File: src/rtl/shader_pkg.sv
// Shared opcodes, FSM states and instruction field positions for shader_core.
package shader_pkg;

  localparam logic [4:0] OP_NOP     = 5'd0;
  localparam logic [4:0] OP_ADD     = 5'd1;
  localparam logic [4:0] OP_SUB     = 5'd2;
  localparam logic [4:0] OP_LD      = 5'd3;
  localparam logic [4:0] OP_ST      = 5'd5;
  localparam logic [4:0] OP_SETP    = 5'd8;
  localparam logic [4:0] OP_LI      = 5'd12;
  localparam logic [4:0] OP_BRA     = 5'd13;
  localparam logic [4:0] OP_STOREQI = 5'd15;
  localparam logic [4:0] OP_END     = 5'd16;

  localparam int GUARD_LSB = 30;
  localparam int OPC_LSB   = 24;
  localparam int OPC_W     = 5;
  localparam int RS0_LSB   = 20;
  localparam int RS1_LSB   = 16;
  localparam int RD_LSB    = 12;
  localparam int IMM12_W   = 12;

  typedef enum logic [1:0] {
    IDLE,
    EXEC,
    LD_WAIT
  } state_e;

  typedef struct packed {
    logic add;
    logic sub;
    logic ld;
    logic st;
    logic setp;
    logic li;
    logic bra;
    logic storeq;
    logic end_op;
  } dec_t;

endpackage

File: src/rtl/shader_decode.sv
// Combinational instruction decode: opcode flags, guard evaluation and field slices.
module shader_decode
  import shader_pkg::*;
#(
  parameter int RW = 4,
  parameter int PW = 2,
  parameter int QW = 4
) (
  input  logic [31:0]   instr_i,
  input  logic          pred_val_i,
  output dec_t          dec_o,
  output logic          guard_ok_o,
  output logic [RW-1:0] rs0_o,
  output logic [RW-1:0] rs1_o,
  output logic [RW-1:0] rd_o,
  output logic [PW-1:0] pred_o,
  output logic [PW-1:0] pd_o,
  output logic [QW-1:0] qn_o,
  output logic [11:0]   imm12_o,
  output logic [15:0]   imm16_o
);

  logic [OPC_W-1:0] opcode;
  logic             unused_bit;

  assign opcode     = instr_i[OPC_LSB +: OPC_W];
  assign unused_bit = instr_i[29];

  assign rs0_o   = instr_i[RS0_LSB +: RW];
  assign rs1_o   = instr_i[RS1_LSB +: RW];
  assign rd_o    = instr_i[RD_LSB +: RW];
  assign pd_o    = instr_i[RD_LSB +: PW];
  assign qn_o    = instr_i[RD_LSB +: QW];
  assign pred_o  = instr_i[GUARD_LSB +: PW];
  assign imm12_o = instr_i[IMM12_W-1:0];
  assign imm16_o = {instr_i[19:16], instr_i[IMM12_W-1:0]};

  // Predicate 0 is hard-wired true; the external value is not consulted.
  assign guard_ok_o = (pred_o == '0) || pred_val_i;

  // NOTE: every output of a combinational block gets a default first, so no path can infer a latch.
  always_comb begin
    dec_o = '0;
    case (opcode)
      OP_ADD:     dec_o.add    = 1'b1;
      OP_SUB:     dec_o.sub    = 1'b1;
      OP_LD:      dec_o.ld     = 1'b1;
      OP_ST:      dec_o.st     = 1'b1;
      OP_SETP:    dec_o.setp   = 1'b1;
      OP_LI:      dec_o.li     = 1'b1;
      OP_BRA:     dec_o.bra    = 1'b1;
      OP_STOREQI: dec_o.storeq = 1'b1;
      OP_END:     dec_o.end_op = 1'b1;
      default:    dec_o        = '0;
    endcase
  end

endmodule

File: src/rtl/shader_core.sv
// In-order shader micro-core: fetch/execute FSM around shader_decode.
// Optional relative branch on opcode 13 when SHADER_CORE_BRANCH_EN is defined.
module shader_core
  import shader_pkg::*;
#(
  parameter int PC_W   = 16,
  parameter int DATA_W = 32,
  parameter int NREG   = 16,
  parameter int NPRED  = 4,
  parameter int ADDR_W = 16,
  parameter int NQ     = 16,
  localparam int RW    = $clog2(NREG),
  localparam int PW    = $clog2(NPRED),
  localparam int QW    = $clog2(NQ)
) (
  input  logic              clk,
  input  logic              rst,
  output logic [PC_W-1:0]   curr_pc,
  input  logic [31:0]       instr,
  output logic [RW-1:0]     readreg0,
  output logic [RW-1:0]     readreg1,
  input  logic [DATA_W-1:0] in_reg0,
  input  logic [DATA_W-1:0] in_reg1,
  output logic              reg_wen,
  output logic [RW-1:0]     reg_waddr,
  output logic [DATA_W-1:0] reg_wval,
  output logic [PW-1:0]     pred,
  input  logic              pred_val,
  output logic              pred_wen,
  output logic [PW-1:0]     pred_waddr,
  output logic              pred_wval,
  output logic [ADDR_W-1:0] readmem0,
  input  logic [DATA_W-1:0] in_mem0,
  output logic              mem_wen,
  output logic [ADDR_W-1:0] mem_waddr,
  output logic [DATA_W-1:0] mem_wval,
  output logic              queue_valid,
  input  logic              queue_ready,
  output logic [QW-1:0]     queue_number,
  output logic [DATA_W-1:0] queue_wval,
  output logic              request_new_pc,
  input  logic              set_pc,
  input  logic [PC_W-1:0]   new_pc,
  output logic              busy
);

  state_e          state_q;
  logic [PC_W-1:0] pc_q, pc_d;
  logic [RW-1:0]   ld_rd_q;

  dec_t            dec;
  logic            guard_ok;
  logic [RW-1:0]   rs0, rs1, rd;
  logic [PW-1:0]   pd;
  logic [QW-1:0]   qn;
  logic [11:0]     imm12;
  logic [15:0]     imm16;

  logic [DATA_W-1:0] addr_sum;
  logic [ADDR_W-1:0] addr;
  logic              q_stall;
  logic              unused_sum;

  shader_decode #(.RW(RW), .PW(PW), .QW(QW)) u_decode (
    .instr_i    (instr),
    .pred_val_i (pred_val),
    .dec_o      (dec),
    .guard_ok_o (guard_ok),
    .rs0_o      (rs0),
    .rs1_o      (rs1),
    .rd_o       (rd),
    .pred_o     (pred),
    .pd_o       (pd),
    .qn_o       (qn),
    .imm12_o    (imm12),
    .imm16_o    (imm16)
  );

  assign curr_pc        = pc_q;
  assign readreg0       = rs0;
  assign readreg1       = rs1;
  assign busy           = (state_q != IDLE);
  assign request_new_pc = (state_q == IDLE);

  assign addr_sum   = in_reg0 + DATA_W'(imm12);
  assign addr       = addr_sum[ADDR_W-1:0];
  assign unused_sum = ^addr_sum[DATA_W-1:ADDR_W];

  // A pushing STOREQI freezes pc and instr until the queue accepts.
  assign q_stall = guard_ok && dec.storeq && !queue_ready;

  always_comb begin
    reg_wen      = 1'b0;
    reg_waddr    = '0;
    reg_wval     = '0;
    pred_wen     = 1'b0;
    pred_waddr   = '0;
    pred_wval    = 1'b0;
    mem_wen      = 1'b0;
    mem_waddr    = '0;
    mem_wval     = '0;
    readmem0     = '0;
    queue_valid  = 1'b0;
    queue_number = '0;
    queue_wval   = '0;
    pc_d         = pc_q + PC_W'(1);

    if (state_q == LD_WAIT) begin
      reg_wen   = 1'b1;
      reg_waddr = ld_rd_q;
      reg_wval  = in_mem0;
    end else if (state_q == EXEC && guard_ok) begin
      if (dec.add || dec.sub || dec.li) begin
        reg_wen   = 1'b1;
        reg_waddr = rd;
        if (dec.add)      reg_wval = in_reg0 + in_reg1;
        else if (dec.sub) reg_wval = in_reg0 - in_reg1;
        else              reg_wval = DATA_W'(imm16);
      end
      if (dec.ld) readmem0 = addr;
      if (dec.st) begin
        mem_wen   = 1'b1;
        mem_waddr = addr;
        mem_wval  = in_reg1;
      end
      if (dec.setp) begin
        pred_wen   = 1'b1;
        pred_waddr = pd;
        pred_wval  = (in_reg0 < in_reg1);
      end
      if (dec.storeq) begin
        queue_valid  = 1'b1;
        queue_number = qn;
        queue_wval   = in_reg0;
      end
`ifdef SHADER_CORE_BRANCH_EN
      if (dec.bra) pc_d = pc_q + {{(PC_W-12){imm12[11]}}, imm12};
`endif
    end
  end

  // NOTE: sequential state uses non-blocking assignments so all registers update together at the edge.
  always_ff @(posedge clk or posedge rst) begin
    if (rst) begin
      state_q <= IDLE;
      pc_q    <= '0;
      ld_rd_q <= '0;
    end else begin
      case (state_q)
        IDLE: begin
          if (set_pc) begin
            pc_q    <= new_pc;
            state_q <= EXEC;
          end
        end
        EXEC: begin
          if (dec.end_op) begin
            state_q <= IDLE;
          end else if (guard_ok && dec.ld) begin
            ld_rd_q <= rd;
            state_q <= LD_WAIT;
          end else if (!q_stall) begin
            pc_q <= pc_d;
          end
        end
        LD_WAIT: begin
          pc_q    <= pc_d;
          state_q <= EXEC;
        end
        default: state_q <= IDLE;
      endcase
    end
  end

endmodule
File: config.mk
export PLATFORM = sky130hd
export DESIGN_NAME = shader_core
export DESIGN_NICKNAME = d
export VERILOG_FILES = /design/src/rtl/shader_pkg.sv /design/src/rtl/shader_decode.sv /design/src/rtl/shader_core.sv
export SDC_FILE = /design/constraint.sdc
export NUM_CORES = 1
export LEC_CHECK = 0
export CORE_MARGIN = 2
export CORE_UTILIZATION = 43
export CTS_CLUSTER_SIZE = 10
export DETAILED_ROUTE_END_ITERATION = 8
export DONT_BUFFER_PORTS = 1
export GPL_TIMING_DRIVEN = 0
export SETUP_SLACK_MARGIN = 0.4
export SYNTH_ARGS = -nofsm -noshare
export SYNTH_HDL_FRONTEND = slang
export SYNTH_SLANG_ARGS = --single-unit
File: constraint.sdc
create_clock -name clk -period 5.1 [get_ports clk]
set_input_delay 1.02 -clock clk [delete_from_list [all_inputs] [get_ports clk]]
set_output_delay 1.02 -clock clk [all_outputs]
set_load 0.02 [all_outputs]
==> results of run 1 <==
[sequential cells by signal, indices dropped and copies added (netlist names)]
register  cells
state_q       2
curr_pc      16
ld_rd_q       4
[metal layers]
layer,vias up,track usage,routed length (um)
met3,45,0.0590,2590
li1,3870,-,-
met2,462,0.518,13000
met4,0,0.0785,762
met1,3892,0.395,11600
met5,-,0,0
[layout make-up]
type | count | area, um2 | share of cell area
Sequential cell | 22 | 551 | 0.0700
Timing Repair Buffer | 33 | 248 | 0.0315
Clock buffer | 3 | 75.1 | 0.00954
Antenna cell | 1 | 2.50 | 0.000318
Buffer | 74 | 377 | 0.0479
Multi-Input combinational cell | 888 | 6060 | 0.770
Inverter | 76 | 288 | 0.0366
Tap cell | 216 | 270 | 0.0344
[logic make-up after synthesis]
kind of cell	synth area share
compound gates	0.340
mux	0.0167
flops	0.0790
simple gates	0.284
buf+inv	0.0916
fa+ha+maj	0.154
xor+xnor	0.0352
[through the flow]
stage	setup TNS [ns]	area, um2	hold slack [ns]	utilization	setup slack (ns)
after global placement	-5.22	7240	0.491	0.456	-0.410
after floorplan	0	6970	0.481	-	0.408
after global routing	0	7870	0.525	0.495	0.279
final	0	7870	0.509	0.495	0.365
after detailed placement	-0.142	7250	0.501	0.457	-0.132
after CTS	0	7600	0.513	0.478	0.329
[layout by cell type (no fill, tap or decap), types with 13 or more instances in the layout]
master,count
clkbuf_1,47
and2_1,43
o21ai_0,58
dfrtp_1,22
o22ai_1,16
nor3_1,18
o21bai_1,13
nand2_1,88
a21o_1,16
nand3_1,28
inv_1,67
nor2_1,148
buf_4,51
ha_1,77
xnor2_1,21
a21oi_1,101
[worst max-delay path by stage]
stage	from	slack, ns	to	cells after the start
after floorplan	in_reg1[10]	0.41	reg_wval[29]	12
after global placement	instr[31]	-0.41	queue_number[1]	5
after detailed placement	in_reg1[6]	-0.13	reg_wval[29]	12
after CTS	in_reg1[7]	0.33	reg_wval[29]	12
after global routing	in_reg1[4]	0.28	reg_wval[31]	12
final	in_reg1[6]	0.37	reg_wval[31]	12
[where the power goes]
part           leakage (nW)  internal, mW  total [mW]  switching (mW)
sequential            0.255         0.255       0.434           0.179
clock                0.0370         0.103       0.163          0.0592
combinational          3.09         0.430        1.14           0.712
[critical path: cells and delay by family]
family / cells / cell delay (ns)
adders and majority gates: 1 / 0.26
muxes: 1 / 0.16
AOI/OAI and AO/OA: 7 / 2.01
buffers and inverters: 3 / 0.25
[repair_timing]
item | 4_1_cts | 5_1_grt
resized for setup | 33 | 43
buffers inserted | 18 | 14
pin swaps | 21 | 22
setup endpoints to repair | 14 | 19
==> results.json, run 1 <==
{
  "htree_num_levels": 1,
  "syn2layout_area_growth_pct": 12.9,
  "fin_crit_sh": 0.928,
  "worst_pin_slew_ns": 0.962,
  "overflow": 0,
  "ant_nets": 0,
  "num-nets-final": 1331,
  "rsz0062_at_grt": "true",
  "grt_util_all_layers": 0.304,
  "ys_top_cells_by_area": "ha_1, nor2_1, dfrtp_1",
  "core-area_um2": 15900,
  "yosysWarnings": 0,
  "boundaryPins": 320,
  "setup_viol": 0,
  "fp.dieH_um": 131,
  "clock_skew_ns": 0.00189,
  "synth-main-ff-cell": "dfrtp_1",
  "path_class": "primary input to output port",
  "syn_nets": 1293,
  "drive_gt1_frac": 0.132,
  "netlist.area_leader.share": 0.145,
  "worstPathArrival_ns": 3.71,
  "cts_sinks": 22,
  "crit_chain": "inv_1 > ha_1 > buf_4 > inv_2 > a2111oi_1 > o21ai_1 > a211oi_2 > a21oi_2 > a21boi_2 > o221ai_1 > mux2i_1 > o211ai_1",
  "final-instance-count-excl-fill": 1313,
  "finalPower_mw": 1.74,
  "ys_ff_latch": 22,
  "ys_seq_area_frac": 0.0790,
  "synth_largest_area_cell": "ha_1",
  "clk_path_buf_depth": 2,
  "p_per_area_nw_per_um2": 221,
  "synth-async-reset-ratio": 1.00,
  "r2r_start": "state_q[0]$_DFFE_PP0P_",
  "worstReg2RegEnd": "state_q[0]$_DFFE_PP0P_",
  "filler_cell_count": 1697,
  "first_pass_iters": 5,
  "outcome": "finished clean",
  "row_count": 46,
  "slew_headroom": 0.353,
  "antenna_found_initial": 1,
  "die_area_um2": 17200,
  "grt_max_degree": 23,
  "vias": 8269,
  "crit_required_ns": 4.08,
  "hold_end": "ld_rd_q[2]$_DFFE_PP0P_",
  "dieWidth_um": 131,
  "routed_via_density": 6.30,
  "critPathMaxFanout": 9,
  "io_buffers": 0,
  "ys_top_cells_by_count": "nor2_1, a21oi_1, nand2_1",
  "synth_cells": 1060,
  "grt_pass1_vias": 7613,
  "ir_worst_vdd_mv": 0.382,
  "cts_hold_buffers": 0,
  "drc": 0,
  "clock_latency_ns": 0.25,
  "hold_viol": 0,
  "hpwl_um": 22100,
  "numCtsBuffers": 3,
  "place_inst": 1277,
  "ff2ff_path_depth": 7,
  "drt-total-wl_um": 28000,
  "grt_pass1_wl_um": 42800,
  "max_freq_mhz": 211,
  "drv_slew": 0,
  "p_leak_nw": 3.39,
  "path_clk_slew_ns": 0.06,
  "wire_per_inst_um": 21.3,
  "gp_congestion": 0.944,
  "synth_edf_count": 0,
  "yosysUniqueCellTypes": 89,
  "yosysMostFrequentCell": "nor2_1",
  "r2r_slack_ns": 2.42,
  "hold_start": "ld_rd_q[2]$_DFFE_PP0P_",
  "cp-end-kind": "output port",
  "drt_iter0_drc": 757,
  "hold_class": "flip-flop to flip-flop",
  "critPathMaxStageDelay_ns": 0.47,
  "worstHoldPathCells": 1,
  "root_buffer": "clkbuf_16",
  "crit_path_top_delay_cell": "o211ai_1",
  "max-cap-violations": 0,
  "fin_crit_ns": 4.73,
  "netlist_area_um2": 6970,
  "syn_area_per_cell_um2": 6.57,
  "cts_tree": "done",
  "startpoint_type": "primary input",
  "start_util": 0.439
}
Power figures use the tool's default switching activity.
==> run 2: changes to the inputs <==
--- a/config.mk
+++ b/config.mk
@@ -5,12 +5,13 @@
 export SDC_FILE = /design/constraint.sdc
 export NUM_CORES = 1
 export LEC_CHECK = 0
+export BUFFER_PORTS_ARGS = -buffer_cell sky130_fd_sc_hd__clkbuf_2
 export CORE_MARGIN = 2
-export CORE_UTILIZATION = 43
+export CORE_UTILIZATION = 49
 export CTS_CLUSTER_SIZE = 10
 export DETAILED_ROUTE_END_ITERATION = 8
-export DONT_BUFFER_PORTS = 1
 export GPL_TIMING_DRIVEN = 0
+export PLACE_DENSITY = 0.83
 export SETUP_SLACK_MARGIN = 0.4
 export SYNTH_ARGS = -nofsm -noshare
 export SYNTH_HDL_FRONTEND = slang
==> run 2 against run 1 <==
Compared with the run above: clock-buffer cell count did not move; global-route usage is 5.7 points higher; highest routed layer unchanged; clock power hardly changed; sequential share of layout area shrank 1.5 points; critical path type unchanged; via count up 20%; utilization is 23 points higher.
==> results.json, run 2 (same netlist as run 1, synthesis figures left out) <==
{
  "die_area_um2": 15200,
  "start_util": 0.502,
  "routed_via_density": 6.18,
  "final-instance-count-excl-fill": 1611,
  "grt_max_degree": 23,
  "boundaryPins": 320,
  "drt-total-wl_um": 31000,
  "largest_reg_flops": 16,
  "hold_viol": 0,
  "antenna_found_initial": 1,
  "core-area_um2": 13900,
  "rsz0062_at_grt": "true",
  "drc": 0,
  "dieWidth_um": 123,
  "cts_hold_buffers": 0,
  "p_per_area_nw_per_um2": 202,
  "syn2layout_area_growth_pct": 44.0,
  "critPathMaxFanout": 4,
  "worst_pin_slew_ns": 0.904,
  "ir_worst_vdd_mv": 0.208,
  "slew_headroom": 0.397,
  "root_buffer": "clkbuf_16",
  "drive_gt1_frac": 0.363,
  "drt_iter0_drc": 844,
  "hpwl_um": 23000,
  "ant_nets": 0,
  "outcome": "finished clean",
  "cts_sinks": 22,
  "clk_path_buf_depth": 2,
  "vias": 9949,
  "max_freq_mhz": 200,
  "drv_slew": 0,
  "grt_pass1_vias": 8846,
  "cts_tree": "done",
  "wl_met2_um": 14300,
  "grt_pass1_wl_um": 43800,
  "clockPowerShare": 0.082,
  "htree_num_levels": 1,
  "hold_ws_ns": 0.516,
  "p_seq_frac": 0.174,
  "clock_latency_ns": 0.25,
  "comb_power_share": 0.744,
  "hold_class": "flip-flop to flip-flop",
  "hold_end": "ld_rd_q[0]$_DFFE_PP0P_",
  "worstHoldPathCells": 1,
  "wl_met3_um": 3370,
  "finalPower_mw": 2.03,
  "wire_per_inst_um": 19.2,
  "first_pass_iters": 6,
  "grt_util_all_layers": 0.362,
  "setup_viol": 0,
  "final_common_cell": "clkbuf_2",
  "filler_cell_count": 1140,
  "r2r_slack_ns": 2.38,
  "numCtsBuffers": 3,
  "swShare": 0.536,
  "mostFrequentLayoutCells": "clkbuf_2, nor2_1, a21oi_1",
  "gp_congestion": 1.00,
  "worstPathArrival_ns": 3.98,
  "p_int_uw": 942,
  "r2r_start": "state_q[0]$_DFFE_PP0P_",
  "routed.top_layer": "met4",
  "fin_crit_ns": 5.00,
  "place_inst": 1555,
  "m1WireLength_um": 11600,
  "switching_power_mw": 1.09,
  "row_count": 43,
  "worstReg2RegEnd": "state_q[0]$_DFFE_PP0P_",
  "max-cap-violations": 0,
  "overflow": 0,
  "fp.dieH_um": 123,
  "num-nets-final": 1666,
  "path_clk_slew_ns": 0.06,
  "path_class": "primary input to output port",
  "crit_required_ns": 4.08,
  "p_leak_nw": 4.96,
  "startpoint_type": "primary input",
  "hold_start": "ld_rd_q[0]$_DFFE_PP0P_",
  "cp-end-kind": "output port",
  "io_buffers": 314,
  "fin_crit_sh": 0.979,
  "clock_skew_ns": 0.00298,
  "ff2ff_path_depth": 7,
  "antenna_cells": 0
}
[run 2: changes by cell type in the layout (fill, tap and decap cells not counted), moves of 8 or more]
cell      previous run  this run
buf_4               51        71
buf_6                3        17
clkbuf_2             1       292
ha_1                77        68
ha_4                 3        11
inv_1               67        56
inv_2                7        16
[run 2: worst max-delay path by stage]
stage / cells past startpoint / end / slack [ns] / start
floorplan: 12 / reg_wval[29] / 0.41 / in_reg1[10]
global placement: 14 / reg_wval[28] / -0.15 / in_reg0[0]
detailed placement: 14 / reg_wval[28] / -0.14 / in_reg0[0]
CTS: 14 / reg_wval[28] / 0.28 / in_reg0[0]
global route: 14 / reg_wval[29] / 0.13 / in_reg0[6]
finish: 15 / reg_wval[27] / 0.10 / in_reg1[6]
[run 2: repair_timing]
action,CTS,global route
resized for setup,83,105
setup endpoints to repair,15,29
pin swaps,31,44
buffers inserted,30,23
[run 2: through the flow]
stage	setup TNS, ns	worst slack [ns]	instance area, um2	util
after detailed placement	-0.321	-0.141	8780	0.633
final	0	0.105	10000	0.723
after global placement	-0.305	-0.152	8770	0.632
after global routing	0	0.125	10000	0.723
after CTS	0	0.277	9470	0.682
after floorplan	0	0.408	6970	-
[run 2: cell type report]
class,count,area (um2),share of cell area
well taps,180,225,0.0224
inverters,76,293,0.0292
clock buffers,3,75.1,0.00748
flip-flops and latches,22,551,0.0548
multi-input cells,888,6370,0.634
repair buffers,368,2130,0.212
plain buffers,74,403,0.0401
[run 2: power by group through the flow]
stage	combinational, mW	sequential (mW)	clock, mW
after floorplan	0.824	0.404	0
after global placement	1.28	0.348	0
after detailed placement	1.29	0.351	0
after CTS	1.38	0.349	0.165
after global routing	1.63	0.362	0.173
final	1.51	0.354	0.166
[run 2: worst max-delay path: stages]
cell and delay (ns):
clkbuf_2 0.12, inv_2 0.05, ha_4 0.27, buf_6 0.11, inv_2 0.07, nor4b_4 0.34, o21ai_2 0.16, a211oi_2 0.37
o21ai_2 0.12, a2111oi_4 0.47, buf_4 0.19, nor4_1 0.05, o2bb2ai_1 0.14, a211o_1 0.33, clkbuf_8 0.16
[run 2: layer usage]
layer | track usage | vias up
met5 | 0 | -
met4 | 0.165 | 0
met3 | 0.0494 | 149
met2 | 0.617 | 731
met1 | 0.449 | 4507
li1 | - | 4562
==> run 3: changes to the inputs <==
--- a/config.mk
+++ b/config.mk
@@ -7,12 +7,11 @@
 export LEC_CHECK = 0
 export BUFFER_PORTS_ARGS = -buffer_cell sky130_fd_sc_hd__clkbuf_2
 export CORE_MARGIN = 2
-export CORE_UTILIZATION = 49
+export CORE_UTILIZATION = 45
 export CTS_CLUSTER_SIZE = 10
 export DETAILED_ROUTE_END_ITERATION = 8
 export GPL_TIMING_DRIVEN = 0
-export PLACE_DENSITY = 0.83
-export SETUP_SLACK_MARGIN = 0.4
+export PLACE_DENSITY = 0.8
 export SYNTH_ARGS = -nofsm -noshare
 export SYNTH_HDL_FRONTEND = slang
 export SYNTH_SLANG_ARGS = --single-unit
==> constraint.sdc (replaced) <==
create_clock -name clk -period 4.58 [get_ports clk]
set_input_delay 0.916 -clock clk [delete_from_list [all_inputs] [get_ports clk]]
set_output_delay 0.916 -clock clk [all_outputs]
set_load 0.02 [all_outputs]
==> run 3 against run 2 <==
Compared with the run above: the run now ends with negative setup slack left; clock skew is 0.00081 ns lower; non-clock buffer count is 9 lower; total power is 12% higher; sequential power is 11% higher; global-route usage is 3.0 points lower; critical path type unchanged; final area is 0.11% lower; die area is 8.6% higher; clock power is 27% higher; utilization is 6.1 points lower; setup slack worse by 0.27 ns; wire length is 0.27% higher; first-iteration DRC count is 3.3% lower.
==> results.json, run 3 (same netlist as run 1, synthesis figures left out) <==
{
  "regArea_um2": 551,
  "hold_viol": 0,
  "finalPower_mw": 2.28,
  "vias": 9845,
  "boundaryPins": 320,
  "wire_per_inst_um": 19.3,
  "root_buffer": "clkbuf_16",
  "filler_cell_count": 1352,
  "max_freq_mhz": 211,
  "start_util": 0.460,
  "io_buffers": 314,
  "overflow": 0,
  "numCtsBuffers": 3,
  "ant_nets": 0,
  "startpoint_type": "primary input",
  "grt_max_degree": 23,
  "grt_util_all_layers": 0.331,
  "drc": 0,
  "htree_num_levels": 1,
  "row_count": 45,
  "largest_reg_flops": 16,
  "grt_pass1_wl_um": 44200,
  "fin_crit_sh": 1.04,
  "crit_required_ns": 3.66,
  "cts_sinks": 22,
  "drv_slew": 0,
  "cts_tree": "done",
  "final_common_cell": "clkbuf_2",
  "p_int_mw": 1.07,
  "mostFrequentLayoutCells": "clkbuf_2, nor2_1, a21oi_1",
  "worstPathArrival_ns": 3.83,
  "fin_tns_setup_ns": -0.268,
  "p_per_area_nw_per_um2": 227,
  "num-nets-final": 1657,
  "core-area_um2": 15100,
  "fp.dieH_um": 128,
  "clock_latency_ns": 0.26,
  "clock_skew_ns": 0.00218,
  "slew_headroom": 0.386,
  "drt_iter0_drc": 816,
  "gp_congestion": 1.01,
  "swShare": 0.533,
  "hpwl_um": 23400,
  "die_area_um2": 16500,
  "comb_power_share": 0.736,
  "setup_viol": 4,
  "antenna_cells": 0,
  "path_clk_slew_ns": 0.06,
  "hold_class": "flip-flop to flip-flop",
  "worst_slack_ns": -0.169,
  "p_leak_nw": 4.91,
  "path_class": "primary input to output port",
  "antenna_found_initial": 0,
  "multi_input_area_um2": 6380,
  "clk_path_buf_depth": 2,
  "p_seq_frac": 0.172,
  "syn2layout_area_growth_pct": 43.9,
  "cts_hold_buffers": 0,
  "outcome": "complete, but fails checks",
  "drt-total-wl_um": 31100,
  "drive_gt1_frac": 0.364,
  "cp-end-kind": "output port",
  "ir_worst_vdd_mv": 0.209,
  "failed_checks": "negative setup slack",
  "fin_crit_ns": 4.75,
  "max-cap-violations": 0,
  "routed_via_density": 6.11,
  "grt_pass1_vias": 8724,
  "critPathMaxFanout": 4,
  "clockPowerShare": 0.092,
  "worst_pin_slew_ns": 0.920,
  "first_pass_iters": 8,
  "switching_power_mw": 1.22,
  "rsz0062_at_grt": "true",
  "r2r_slack_ns": 1.93,
  "dieWidth_um": 128
}
## run 3: cell count changes in the layout (fill, tap and decap cells not counted), sizes merged
cell | before | now
buf | 100 | 97
clkbuf | 345 | 340
clkinv | 1 | 0
clkinvlp | 0 | 1
## run 3: power groups by stage
stage / clock network, mW / registers, mW / logic [mW]
finish: 0.210 / 0.393 / 1.68
global route: 0.217 / 0.405 / 1.82
CTS: 0.211 / 0.389 / 1.55
detailed placement: 0 / 0.392 / 1.45
global placement: 0 / 0.390 / 1.42
floorplan: 0 / 0.450 / 0.918
## run 3: layout make-up
cell class,count,share of cell area
multi-input cells,888,0.636
repair buffers,363,0.210
flip-flops and latches,22,0.0549
plain buffers,70,0.0363
inverters,76,0.0303
well taps,188,0.0235
clock buffers,4,0.00886
## run 3: stage by stage
| stage | utilization | cell area (um2) | worst slack, ns | hold slack, ns | instances |
|---|---|---|---|---|---|
| after CTS | 0.625 | 9470 | -0.0170 | 0.510 | 1594 |
| after detailed placement | 0.580 | 8790 | -0.595 | 0.496 | 1563 |
| after global routing | 0.662 | 10000 | -0.234 | 0.525 | 1611 |
| after global placement | 0.579 | 8780 | -0.558 | 0.490 | 1562 |
| final | 0.662 | 10000 | -0.169 | 0.508 | 1611 |
| after floorplan | - | 6970 | 0.0960 | 0.481 | 1060 |
## run 3: timing repair
action,in CTS,in global routing
pin swaps,30,43
hold endpoints to repair,0,0
resized for setup,80,133
buffers inserted,27,21
endpoints found under the setup margin,14,22
## run 3: worst max-delay path, cell delays in order
cell	delay, ns
clkbuf_8	0.13
ha_4	0.28
and3_4	0.19
nor4b_4	0.32
o21ai_4	0.15
a211oi_4	0.34
o21ai_2	0.11
a2111oi_4	0.44
nor2_2	0.11
o311a_1	0.38
o32ai_2	0.25
buf_4	0.20
## run 3: path summary, 6_finish.rpt
check,endpoint,startpoint,depth (start not counted)
setup reg to reg,curr_pc[8]$_DFFE_PP0P_,state_q[0]$_DFFE_PP0P_,9
hold reg to reg,ld_rd_q[0]$_DFFE_PP0P_,ld_rd_q[0]$_DFFE_PP0P_,1
max in group asynchronous,state_q[0]$_DFFE_PP0P_,rst,2
min in group asynchronous,curr_pc[11]$_DFFE_PP0P_,rst,2
setup / recovery,reg_wval[29],in_reg0[9],12
hold / removal,ld_rd_q[0]$_DFFE_PP0P_,ld_rd_q[0]$_DFFE_PP0P_,1
## run 3: routing by layer
layer  track usage  routed length, um  vias up
met3        0.0441               2930      118
met1         0.420              12100     4511
met2         0.559              14600      673
met4         0.153               1520        0
met5             0                  0        -
li1              -                  -     4543
